## config.mk

```make
export PLATFORM = sky130hd
export DESIGN_NAME = fetch_unit
export DESIGN_NICKNAME = d
export VERILOG_FILES = /design/src/rtl/mini_cpu_pkg.sv /design/src/rtl/fetch_unit.sv
export SDC_FILE = /design/constraint.sdc
export NUM_CORES = 1
export LEC_CHECK = 0
export CAP_MARGIN = 20
export CORE_MARGIN = 2
export CORE_UTILIZATION = 25
export CTS_BUF_LIST = sky130_fd_sc_hd__clkbuf_16
export DETAILED_ROUTE_END_ITERATION = 8
export GPL_TIMING_DRIVEN = 1
export RECOVER_POWER = 50
export SYNTH_ARGS = -nofsm -noshare
export SYNTH_HDL_FRONTEND = slang
export SYNTH_SLANG_ARGS = --single-unit
```

## constraint.sdc

```tcl
create_clock -name CLK -period 1.3 [get_ports CLK]
set_input_delay 0.195 -clock CLK [delete_from_list [all_inputs] [get_ports CLK]]
set_output_delay 0.195 -clock CLK [all_outputs]
set_load 0.02 [all_outputs]
```

## src/rtl/mini_cpu_pkg.sv

```systemverilog
// Shared definitions for the mini CPU front end: bus widths, the fetch
// state encoding and the instruction field positions used by decode.
package mini_cpu_pkg;

   localparam int ADDR_W = 8;
   localparam int DATA_W = 16;

   // Instruction word layout
   localparam int IDEN_MSB   = 13;
   localparam int IDEN_LSB   = 12;
   localparam int OPCODE_MSB = 11;
   localparam int OPCODE_LSB = 8;
   localparam int ADDR_MSB   = 7;
   localparam int ADDR_LSB   = 0;

   typedef enum logic [1:0] {
      FETCH_IDLE = 2'd0,
      FETCH_REQ  = 2'd1,
      FETCH_HOLD = 2'd2
   } fetch_state_e;

endpackage

```

## src/rtl/fetch_unit.sv

```systemverilog
// Instruction fetch stage: owns the PC, reads one word at a time over a
// level request/ack bus, and hands the word to decode through MBR.
//
// state | meaning
// IDLE  | not fetching, MBR not valid, waiting for RUN
// REQ   | MEM_RD high at MEM_ADDR=PC until MEM_ACK
// HOLD  | MBR valid, waiting for decode to take it
module fetch_unit
   import mini_cpu_pkg::*;
#(
   parameter int                ADDR_W   = mini_cpu_pkg::ADDR_W,
   parameter int                DATA_W   = mini_cpu_pkg::DATA_W,
   parameter logic [ADDR_W-1:0] RESET_PC = '0
) (
   input  logic              CLK,
   input  logic              RST_N,
   input  logic              RUN,
   output logic              MEM_RD,
   output logic [ADDR_W-1:0] MEM_ADDR,
   input  logic              MEM_ACK,
   input  logic [DATA_W-1:0] MEM_DATA,
   output logic [DATA_W-1:0] MBR,
   output logic              MBR_VALID,
   input  logic              DEC_READY,
   input  logic              PC_LOAD,
   input  logic [ADDR_W-1:0] PC_IN,
   output logic [ADDR_W-1:0] PC
);

   fetch_state_e      state_q, state_d;
   logic [ADDR_W-1:0] pc_q, pc_d;
   logic [DATA_W-1:0] mbr_q, mbr_d;

   // Next-state logic; a redirect overrides everything, including a same-cycle ack
   always_comb begin
      state_d = state_q;
      pc_d    = pc_q;
      mbr_d   = mbr_q;
      unique case (state_q)
         FETCH_IDLE: begin
            if (RUN) state_d = FETCH_REQ;
         end
         FETCH_REQ: begin
            // RUN is not consulted here: a started fetch always completes
            if (MEM_ACK) begin
               mbr_d   = MEM_DATA;
               pc_d    = pc_q + ADDR_W'(1);
               state_d = FETCH_HOLD;
            end
         end
         FETCH_HOLD: begin
            if (DEC_READY) state_d = RUN ? FETCH_REQ : FETCH_IDLE;
         end
         default: state_d = FETCH_IDLE;
      endcase
      if (PC_LOAD) begin
         pc_d    = PC_IN;
         mbr_d   = mbr_q;
         state_d = RUN ? FETCH_REQ : FETCH_IDLE;
      end
   end

   // State, PC and MBR registers with synchronous active-low reset
   always_ff @(posedge CLK) begin
      if (!RST_N) begin
         state_q <= FETCH_IDLE;
         pc_q    <= RESET_PC;
         mbr_q   <= '0;
      end else begin
         state_q <= state_d;
         pc_q    <= pc_d;
         mbr_q   <= mbr_d;
      end
   end

   // Outputs are pure decodes of registered state
   always_comb begin
      MEM_RD    = (state_q == FETCH_REQ);
      MBR_VALID = (state_q == FETCH_HOLD);
      MEM_ADDR  = pc_q;
      PC        = pc_q;
      MBR       = mbr_q;
   end

endmodule
```

======== Word level (Yosys, flattened, before mapping) ========
Index checks and enable logic that the tools add are counted.
word-level totals
  flip-flop bits (word level) ............. 26
  bits of input ports ..................... 30
  output and inout port bits .............. 34
  logic and storage cells ................. 25
operators by class
  add/sub/neg operators ................... 1
  equality and inequality tests ........... 5
  muxes and demuxes ....................... 9
  bitwise operators ....................... 1
  reduce and logical (&&, ||, !) cells .... 6
operators with widths
  kind                 number
  $mux 8               3
  $add 8x1->8 const B  1
  $mux 2               4
  $ne 3x1->1 const B   2
  $pmux 2 s3           1
  $reduce_and 3->1     2
  $reduce_bool 2->1    2
  $ne 3x3->1 const B   1
  $eq 2x1->1 const B   1
  $eq 2x2->1 const B   1
  $logic_not 2->1      1
  $reduce_and 2->1     1
  $mux 1               1
  $not 1->1            1

======== Depth between registers and ports, before layout ========
Gate-level depths: netlist of run 1.
  depth in word-level cells ............... 4
  gate-level depth with buffers ........... 6
  gate-level depth less buffers ........... 4

======== Worst setup path before layout of run 1 ========
OpenSTA, ideal clock, no wires.
  path type ............................... flip-flop to flip-flop
  start ................................... register pc_q[0], in the netlist MEM_ADDR[0]
  end ..................................... register pc_q[6], in the netlist MEM_ADDR[6]
  library setup time ...................... 74 ps
  arrival ................................. 1374 ps
  data required time ...................... 1226 ps
  setup slack ............................. -148 ps
  cell stages (with the launch flop) ...... 5
  path buffers ............................ 0
  clock period less this slack ............ 1448 ps
  path through ............................ dfxtp_1 > ha_1 > nand4_1 > or3_2 > a31oi_1
on the way
  word-level cells in the longest chain between the ends .. 4
RTL lines
  element                 RTL line          RTL
  from (decl)             fetch_unit.sv:31  logic [ADDR_W-1:0] pc_q, pc_d;
  from (signal assigned)  fetch_unit.sv:71  pc_q <= pc_d;
  $add 8x1->8             fetch_unit.sv:47  pc_d = pc_q + ADDR_W'(1);
  $mux 8                  fetch_unit.sv:45  if (MEM_ACK) begin
  $mux 8                  fetch_unit.sv:39  unique case (state_q)
  $mux 8                  fetch_unit.sv:56  if (PC_LOAD) begin
Every way passes these cells. The select of a mux whose other input is x is not followed.
A chain may end at the register's enable or synchronous reset.

======== Final worst setup path of run 1 ========
  start ................................... register state_q[1]
  end ..................................... register pc_q[5], in the netlist MEM_ADDR[5]
on the way
  word-level cells in the longest chain between the ends .. 3
RTL lines
  element                      RTL line          RTL
  from (decl)                  fetch_unit.sv:30  fetch_state_e state_q, state_d;
  from (signal assigned)       fetch_unit.sv:70  state_q <= state_d;
  $eq 2x1->1                   fetch_unit.sv:39
  $reduce_bool 2->1 (no line)  -
  $reduce_and 2->1 (no line)   -
Every way passes these cells.

==> summary.txt, run 1 <==
Cells and area
  • Number of nets in the layout: 244
  • Ant. Diodes: 0
  • Area growth syn-to-layout: 79.1%
  • Core utilization of the finished layout: 0.463
  • Share of post-route cells with drive strength above 1: 0.255

Logic synthesis
  • Number of synthesized register bits: 26
  • Post-synth ARST share: 0
  • Number of distinct standard cells referenced by the synthesized netlist: 33
  • Synth top area share: 0.429
  • Dominant cell type by area after synthesis: sky130_fd_sc_hd__dfxtp_1
  • Top cells by instance count after synthesis: sky130_fd_sc_hd__nand2_1 (35), sky130_fd_sc_hd__dfxtp_1 (26), sky130_fd_sc_hd__a21boi_0 (14), sky130_fd_sc_hd__buf_4 (9), sky130_fd_sc_hd__o21ai_0 (9)
  • Number of nets in the synthesized netlist: 172
  • Most common cell in the synthesized netlist: sky130_fd_sc_hd__nand2_1
  • Share of the yosys chip area belonging to registers: 0.429
  • Syn Area/Cell: 8.60 um2
  • Top FF cell, synth: sky130_fd_sc_hd__dfxtp_1
  • Synth Instances: 141
  • Yosys synthesis warning count: 0
  • Synth top area cells: sky130_fd_sc_hd__dfxtp_1 (43%), sky130_fd_sc_hd__nand2_1 (11%), sky130_fd_sc_hd__a21boi_0 (8.7%)
  • EDFF count, synth: 0
  • Netlist area before placement: 1210 um2

Floorplanning
  • Die boundary width: 73.6 um
  • Initial core utilization: 0.258
  • Die boundary height: 73.6 um
  • Area enclosed by the die boundary: 5420 um2
  • Core region area: 4690 um2
  • Total number of placement rows: 25
  • I/O pin count: 64

Route
  • Total number of vias: 1,218
  • Detailed Route Iter0 Violations: 26
  • Number of nets with antenna violations after detailed routing: 0
  • First-pass iteration count of the detailed router: 4
  • Average via count per standard cell: 4.58
  • DRC: 0
  • Detail-routed net length per standard cell: 11.9 um
  • Post-detailed-routing wire length: 3160 um

STA
  • Hold Fails Final Rpt: 0
  • Final worst path period share: 0.984
  • Min Tclk post-route: 1.28 ns
  • Final total negative setup slack: 0 ns
  • Worst Skew: 0.00178 ns
  • Final max-slew violation count: 0
  • Final setup violation count: 0
  • Maximum achievable frequency: 782 MHz
  • Hold Worst Slack: 0.443 ns
  • Unrepaired setup endpoints after global routing: yes
  • Worst Tran Pin Value: 0.258 ns
  • Worst rel slew slack: 0.828

Place
  • Routability congestion estimate: 0.696
  • Half-perimeter wire length after placement: 2230 um
  • Number of buffers added on ports: 63

Critical path
  • Peak per-stage delay on the critical path: 0.53 ns
  • Max stage delay cell, worst path: sky130_fd_sc_hd__or4_4
  • Critical path launch point type: register
  • Top delay family on crit path: simple AND/OR/NAND/NOR gates
  • Classification of the worst setup path: reg -> reg
  • Critical path data arrival time: 1.46 ns
  • Critical path peak fanout: 5
  • Crit path buffers/inverters: 0
  • Kind of end point of the critical path: register
  • Critical path required time: 1.48 ns
  • Cell Chain, Critical Path: nand4b_4 -> or4_4 -> a31oi_1

Power and ir drop
  • Combinational group share of total power: 0.183
  • Share of power burned in registers: 0.407
  • Maximum ir drop on the vdd rail: 0.000748 V
  • Power share of the clock group: 0.410
  • Net switching share of the total power: 0.225
  • Switching component of the power: 480 uW
  • Internal power: 1660 uW
  • Overall power consumption: 2140 uW
  • Leakage power of the design: 0.000975 uW
  • Pwr dens: 984 nW/um2

Global route
  • Initial antenna violation count: 0
  • Largest net degree at the start of global routing: 27
  • Grt ovf: 0
  • Global-route wire length before repair: 5010 um
  • Combined global-route utilization of all metal layers: 0.117
  • Vias in the first global route: 1,115

CTS
  • CTS tree: yes
  • Clk pin slew, worst setup/hold paths: 0.06 ns
  • CTS H-tree lvls: 1
  • Source-to-sink clock delay at the later pin of the worst-skew pair: 0.25 ns
  • Num CTS Buffers: 3
  • Sink count of the clock tree: 26
  • Clk root buf: sky130_fd_sc_hd__clkbuf_16
  • CTS max path bufs: 2
  • Cts hold-fix bufs: 0

Run
  • Count of max-cap constraint violations: 0

Run status
  • Outcome: completed

Worst hold path
  • Tightest Hold Check Type: reg -> reg
[final timing paths]
kind / from / end / slack (ns) / cells past startpoint
worst min register to register: MBR[9]$_SDFFE_PN0P_ / MBR[9]$_SDFFE_PN0P_ / 0.44 / 2
worst max register to register: state_q[1]$_SDFFE_PN0P_ / MEM_ADDR[5]$_SDFFE_PN0P_ / 0.02 / 3
worst min-delay path: MBR[9]$_SDFFE_PN0P_ / MBR[9]$_SDFFE_PN0P_ / 0.44 / 2
worst max-delay path: state_q[1]$_SDFFE_PN0P_ / MEM_ADDR[5]$_SDFFE_PN0P_ / 0.02 / 3
[per-layer routing]
metal	GRT usage	vias up	routed length (um)
li1	-	629	-
met1	0.158	552	1460
met2	0.196	35	1500
met3	0.0206	2	186
met4	0.0242	0	12
met5	0	-	0
[final cells by class]
class | instances | area [um2]
multi-input cells | 98 | 677
clock inverters | 1 | 30.0
inverters | 2 | 7.51
well taps | 54 | 67.6
clock buffers | 3 | 75.1
repair buffers | 82 | 772
fillers | 492 | 2520
flip-flops and latches | 26 | 542
[cell usage in the layout (no fill, tap or decap), types with 3 or more instances in the layout]
| cell type | synthesis | routed |
|---|---|---|
| sky130_fd_sc_hd__a31oi_1 | 4 | 4 |
| sky130_fd_sc_hd__dfxtp_2 | 0 | 5 |
| sky130_fd_sc_hd__o21ai_0 | 9 | 9 |
| sky130_fd_sc_hd__buf_4 | 9 | 14 |
| sky130_fd_sc_hd__dfxtp_1 | 26 | 17 |
| sky130_fd_sc_hd__clkbuf_16 | 0 | 3 |
| sky130_fd_sc_hd__clkdlybuf4s50_1 | 0 | 28 |
| sky130_fd_sc_hd__dlygate4sd2_1 | 0 | 33 |
| sky130_fd_sc_hd__nand2b_1 | 4 | 4 |
| sky130_fd_sc_hd__dfxtp_4 | 0 | 4 |
| sky130_fd_sc_hd__nand2_2 | 0 | 5 |
| sky130_fd_sc_hd__a21boi_1 | 2 | 14 |
| sky130_fd_sc_hd__nand2_1 | 35 | 28 |
| sky130_fd_sc_hd__a21oi_1 | 4 | 4 |
[through the flow]
stage          worst slack [ns]  area (um2)  instances
2_1_floorplan           -0.0344        1220        141
3_3_place_gp             -0.375        1960        256
3_5_place_dp             -0.394        1960        256
4_1_cts                 -0.0316        2160        269
5_1_grt                 -0.0625        2170        266
6_report                 0.0206        2170        266
[cell families (layout without fill, tap and decap cells)]
logic type                 Yosys count  count (layout)  synth area share
AOI/OAI and AO/OA                   40              40             0.222
DFF                                 26              26             0.429
xor gates and xnor gates             2               2            0.0145
and+or+nand+nor                     53              54             0.229
muxes                                1               1           0.00826
adders and majority gates            1               1            0.0103
buffers and inverters               18              88            0.0867
[worst min-delay path, cell delays in order (launching register included)]
cell and delay, ns:
sky130_fd_sc_hd__dfxtp_1 0.30, sky130_fd_sc_hd__nand2_1 0.05, sky130_fd_sc_hd__a21boi_1 0.05
[sequential cells by signal, indices dropped and copies added (netlist names)]
signal    count
MBR          16
MEM_ADDR      8
state_q       2
[power by group through the flow]
stage / registers [uW] / logic [uW] / clock network, uW
global placement: 885 / 400 / 0
CTS: 869 / 399 / 899
detailed placement: 886 / 400 / 0
finish: 869 / 391 / 875
global route: 875 / 421 / 939
floorplan: 913 / 145 / 0
[repair_timing]
action / 4_1_cts / 5_1_grt
cloned: 2 / 0
pin swaps: 3 / 15
resized for setup: 66 / 24
endpoints found under the setup margin: 53 / 24
buffers inserted: 7 / 0
(Power assumes the default switching activity.)
==> inputs of run 2 (changes only) <==
--- a/config.mk
+++ b/config.mk
@@ -7,10 +7,11 @@
 export LEC_CHECK = 0
 export CAP_MARGIN = 20
 export CORE_MARGIN = 2
-export CORE_UTILIZATION = 25
+export CORE_UTILIZATION = 35
 export CTS_BUF_LIST = sky130_fd_sc_hd__clkbuf_16
 export DETAILED_ROUTE_END_ITERATION = 8
 export GPL_TIMING_DRIVEN = 1
+export PLACE_DENSITY = 0.82
 export RECOVER_POWER = 50
 export SYNTH_ARGS = -nofsm -noshare
 export SYNTH_HDL_FRONTEND = slang
==> summary.txt, run 2 (same netlist as run 1, synthesis figures left out) <==
Cells and area
  • Count of fill cells added during filler insertion: 346 (-30%)
  • Footprint of the multi-input gates: 603 um2 (-11%)
  • Reg area: 549 um2 (+1.4%)
  • Max reg flops: 16 (unchanged)
  • Most frequent standard cell in the layout excluding fill and tap cells: sky130_fd_sc_hd__nand2_1
  • Share of post-route cells with drive strength above 1: 0.176 (-0.0785)
  • Final design instance area without fill: 2030 um2 (-6.5%)
  • Top library cells by usage in the layout, fill and taps aside: sky130_fd_sc_hd__nand2_1 (35), sky130_fd_sc_hd__dlygate4sd2_1 (33), sky130_fd_sc_hd__clkdlybuf4s50_1 (28)
  • Number of nets in the layout: 242 (-0.82%)
  • Area growth syn-to-layout: 67.4%
  • Ant. Diodes: 0 (unchanged)
  • Final non-filler cell total: 256 (-3.8%)

Route
  • DRC: 0 (unchanged)
  • Number of nets with antenna violations after detailed routing: 0 (unchanged)
  • Detail-routed net length per standard cell: 11.4 um (-4.1%)
  • Total number of vias: 1,202 (-1.3%)
  • Post-detailed-routing wire length: 2920 um (-7.7%)
  • First-pass iteration count of the detailed router: 4 (unchanged)
  • Detailed Route Iter0 Violations: 52 (+100%)
  • Average via count per standard cell: 4.70 (+2.5%)

Global route
  • Largest net degree at the start of global routing: 27 (unchanged)
  • Initial antenna violation count: 0 (unchanged)
  • Grt ovf: 0 (unchanged)
  • Combined global-route utilization of all metal layers: 0.155 (+0.0377)
  • Global-route wire length before repair: 4960 um (-0.96%)
  • Vias in the first global route: 1,150 (+3.1%)

STA
  • Final max-slew violation count: 0 (unchanged)
  • Worst rel slew slack: 0.854 (+0.0256)
  • Maximum achievable frequency: 779 MHz (-0.36%)
  • Final setup violation count: 0 (unchanged)
  • Final worst path period share: 0.988 (+0.00356)
  • Min Tclk post-route: 1.28 ns (+0.00463 ns)
  • Unrepaired setup endpoints after global routing: yes
  • Worst Tran Pin Value: 0.218 ns (-0.0402 ns)
  • Setup slack after layout: 0.0160 ns (-0.00463 ns)
  • Worst Skew: 0.00693 ns (+0.00515 ns)
  • Hold Fails Final Rpt: 0 (unchanged)

Floorplanning
  • Area enclosed by the die boundary: 3950 um2 (-27%)
  • Core region area: 3340 um2 (-29%)
  • I/O pin count: 64 (unchanged)
  • Die boundary height: 62.9 um (-15%)
  • Die boundary width: 62.9 um (-15%)
  • Initial core utilization: 0.363 (+0.105)
  • Total number of placement rows: 21 (-16%)

Critical path
  • Critical path launch point type: register
  • Cell Chain, Critical Path: nand4b_4 -> or4_4 -> a31oi_1
  • Kind of end point of the critical path: register
  • Max stage delay cell, worst path: sky130_fd_sc_hd__or4_4
  • Critical path peak fanout: 6 (+1)
  • Crit path buffers/inverters: 0 (unchanged)
  • Top delay family on crit path: simple AND/OR/NAND/NOR gates
  • Worst reg2reg path startpoint: state_q[0]$_SDFFE_PN0P_
  • Endpoint of the lowest-slack register-to-register path: MEM_ADDR[5]$_SDFFE_PN0P_
  • Worst-case reg-to-reg path depth: 3 (unchanged)
  • Critical path required time: 1.48 ns (about the same)
  • Classification of the worst setup path: reg -> reg
  • Critical path data arrival time: 1.47 ns (about the same)
  • Setup slack of the worst register-to-register path: 0.02 ns (about the same)
  • Peak per-stage delay on the critical path: 0.54 ns (about the same)

CTS
  • Sink count of the clock tree: 26 (unchanged)
  • CTS max path bufs: 2 (unchanged)
  • Source-to-sink clock delay at the later pin of the worst-skew pair: 0.26 ns (about the same)
  • Clk root buf: sky130_fd_sc_hd__clkbuf_16
  • CTS H-tree lvls: 1 (unchanged)
  • Num CTS Buffers: 3 (unchanged)
  • CTS tree: yes
  • Clk pin slew, worst setup/hold paths: 0.06 ns (about the same)

Worst hold path
  • Tightest Hold Check Type: reg -> reg
  • Critical hold path startpoint: MBR[8]$_SDFFE_PN0P_
  • Hold Path Sink: MBR[8]$_SDFFE_PN0P_
  • Worst hold path cell count: 2 (unchanged)

Power and ir drop
  • Leakage power of the design: 0.000886 uW (-9.1%)
  • Pwr dens: 936 nW/um2 (-4.8%)
  • Maximum ir drop on the vdd rail: 0.000469 V (-37%)

Place
  • Number of cells in the design after placement: 250 (-2.3%)
  • Placed cell areas: 1950 um2 (-0.38%)
  • Placement-stage worst setup slack: -0.376 ns (+0.0181 ns)
  • Routability congestion estimate: 0.722 (+3.8%)
  • Number of buffers added on ports: 63 (unchanged)
  • Half-perimeter wire length after placement: 2130 um (-4.4%)

Run status
  • Outcome: completed

Run
  • Count of max-cap constraint violations: 0 (unchanged)
-- run 2: through the flow --
step	TNS, ns	util	hold WS [ns]	power [uW]
after floorplan	-0.0344	-	0.324	1060
after global placement	-6.17	0.585	0.441	1280
after detailed placement	-6.55	0.585	0.446	1280
after CTS	0	0.606	0.452	1930
after global routing	-0.0586	0.608	0.476	2010
final	0	0.608	0.448	1900
-- run 2: worst max path at each step --
stage / from / endpoint / cells after the start
3_3_place_gp: MEM_ACK / MEM_ADDR[7]$_SDFFE_PN0P_ / 4
5_1_grt: MEM_ADDR[5]$_SDFFE_PN0P_ / MEM_ADDR[7]$_SDFFE_PN0P_ / 3
2_1_floorplan: MEM_ADDR[0]$_SDFFE_PN0P_ / MEM_ADDR[6]$_SDFFE_PN0P_ / 4
4_1_cts: state_q[1]$_SDFFE_PN0P_ / MEM_RD / 3
3_5_place_dp: MEM_ACK / MEM_ADDR[7]$_SDFFE_PN0P_ / 4
6_report: state_q[0]$_SDFFE_PN0P_ / MEM_ADDR[5]$_SDFFE_PN0P_ / 3
-- run 2: per-layer routing --
| layer | GRT usage | routed length [um] |
|---|---|---|
| met1 | 0.174 | 1260 |
| met2 | 0.286 | 1480 |
| met3 | 0.0414 | 151 |
| met4 | 0.0417 | 23 |
| met5 | 0 | 0 |
-- run 2: cell type report --
| type | count | share of cell area |
|---|---|---|
| Clock buffer | 3 | 0.0370 |
| Clock inverter | 1 | 0.00185 |
| Inverter | 2 | 0.00370 |
| Multi-Input combinational cell | 97 | 0.297 |
| Sequential cell | 26 | 0.271 |
| Tap cell | 46 | 0.0284 |
| Timing Repair Buffer | 81 | 0.361 |
-- run 2: report_power, final --
group          switching, uW  total, uW  internal, uW
sequential              34.7        862           828
combinational            163        364           201
clock                    262        673           411
total                    460       1900          1440
-- run 2: worst min-delay path: stages, from the launching register on --
cell	delay (ns)
sky130_fd_sc_hd__dfxtp_1	0.30
sky130_fd_sc_hd__nand2_1	0.05
sky130_fd_sc_hd__a21boi_1	0.05
-- run 2: what timing repair did --
item,4_1_cts,5_1_grt
setup buffers,2,0
hold buffers,0,0
pin swaps,2,3
resized for setup,44,17
endpoints found under the setup margin,54,15
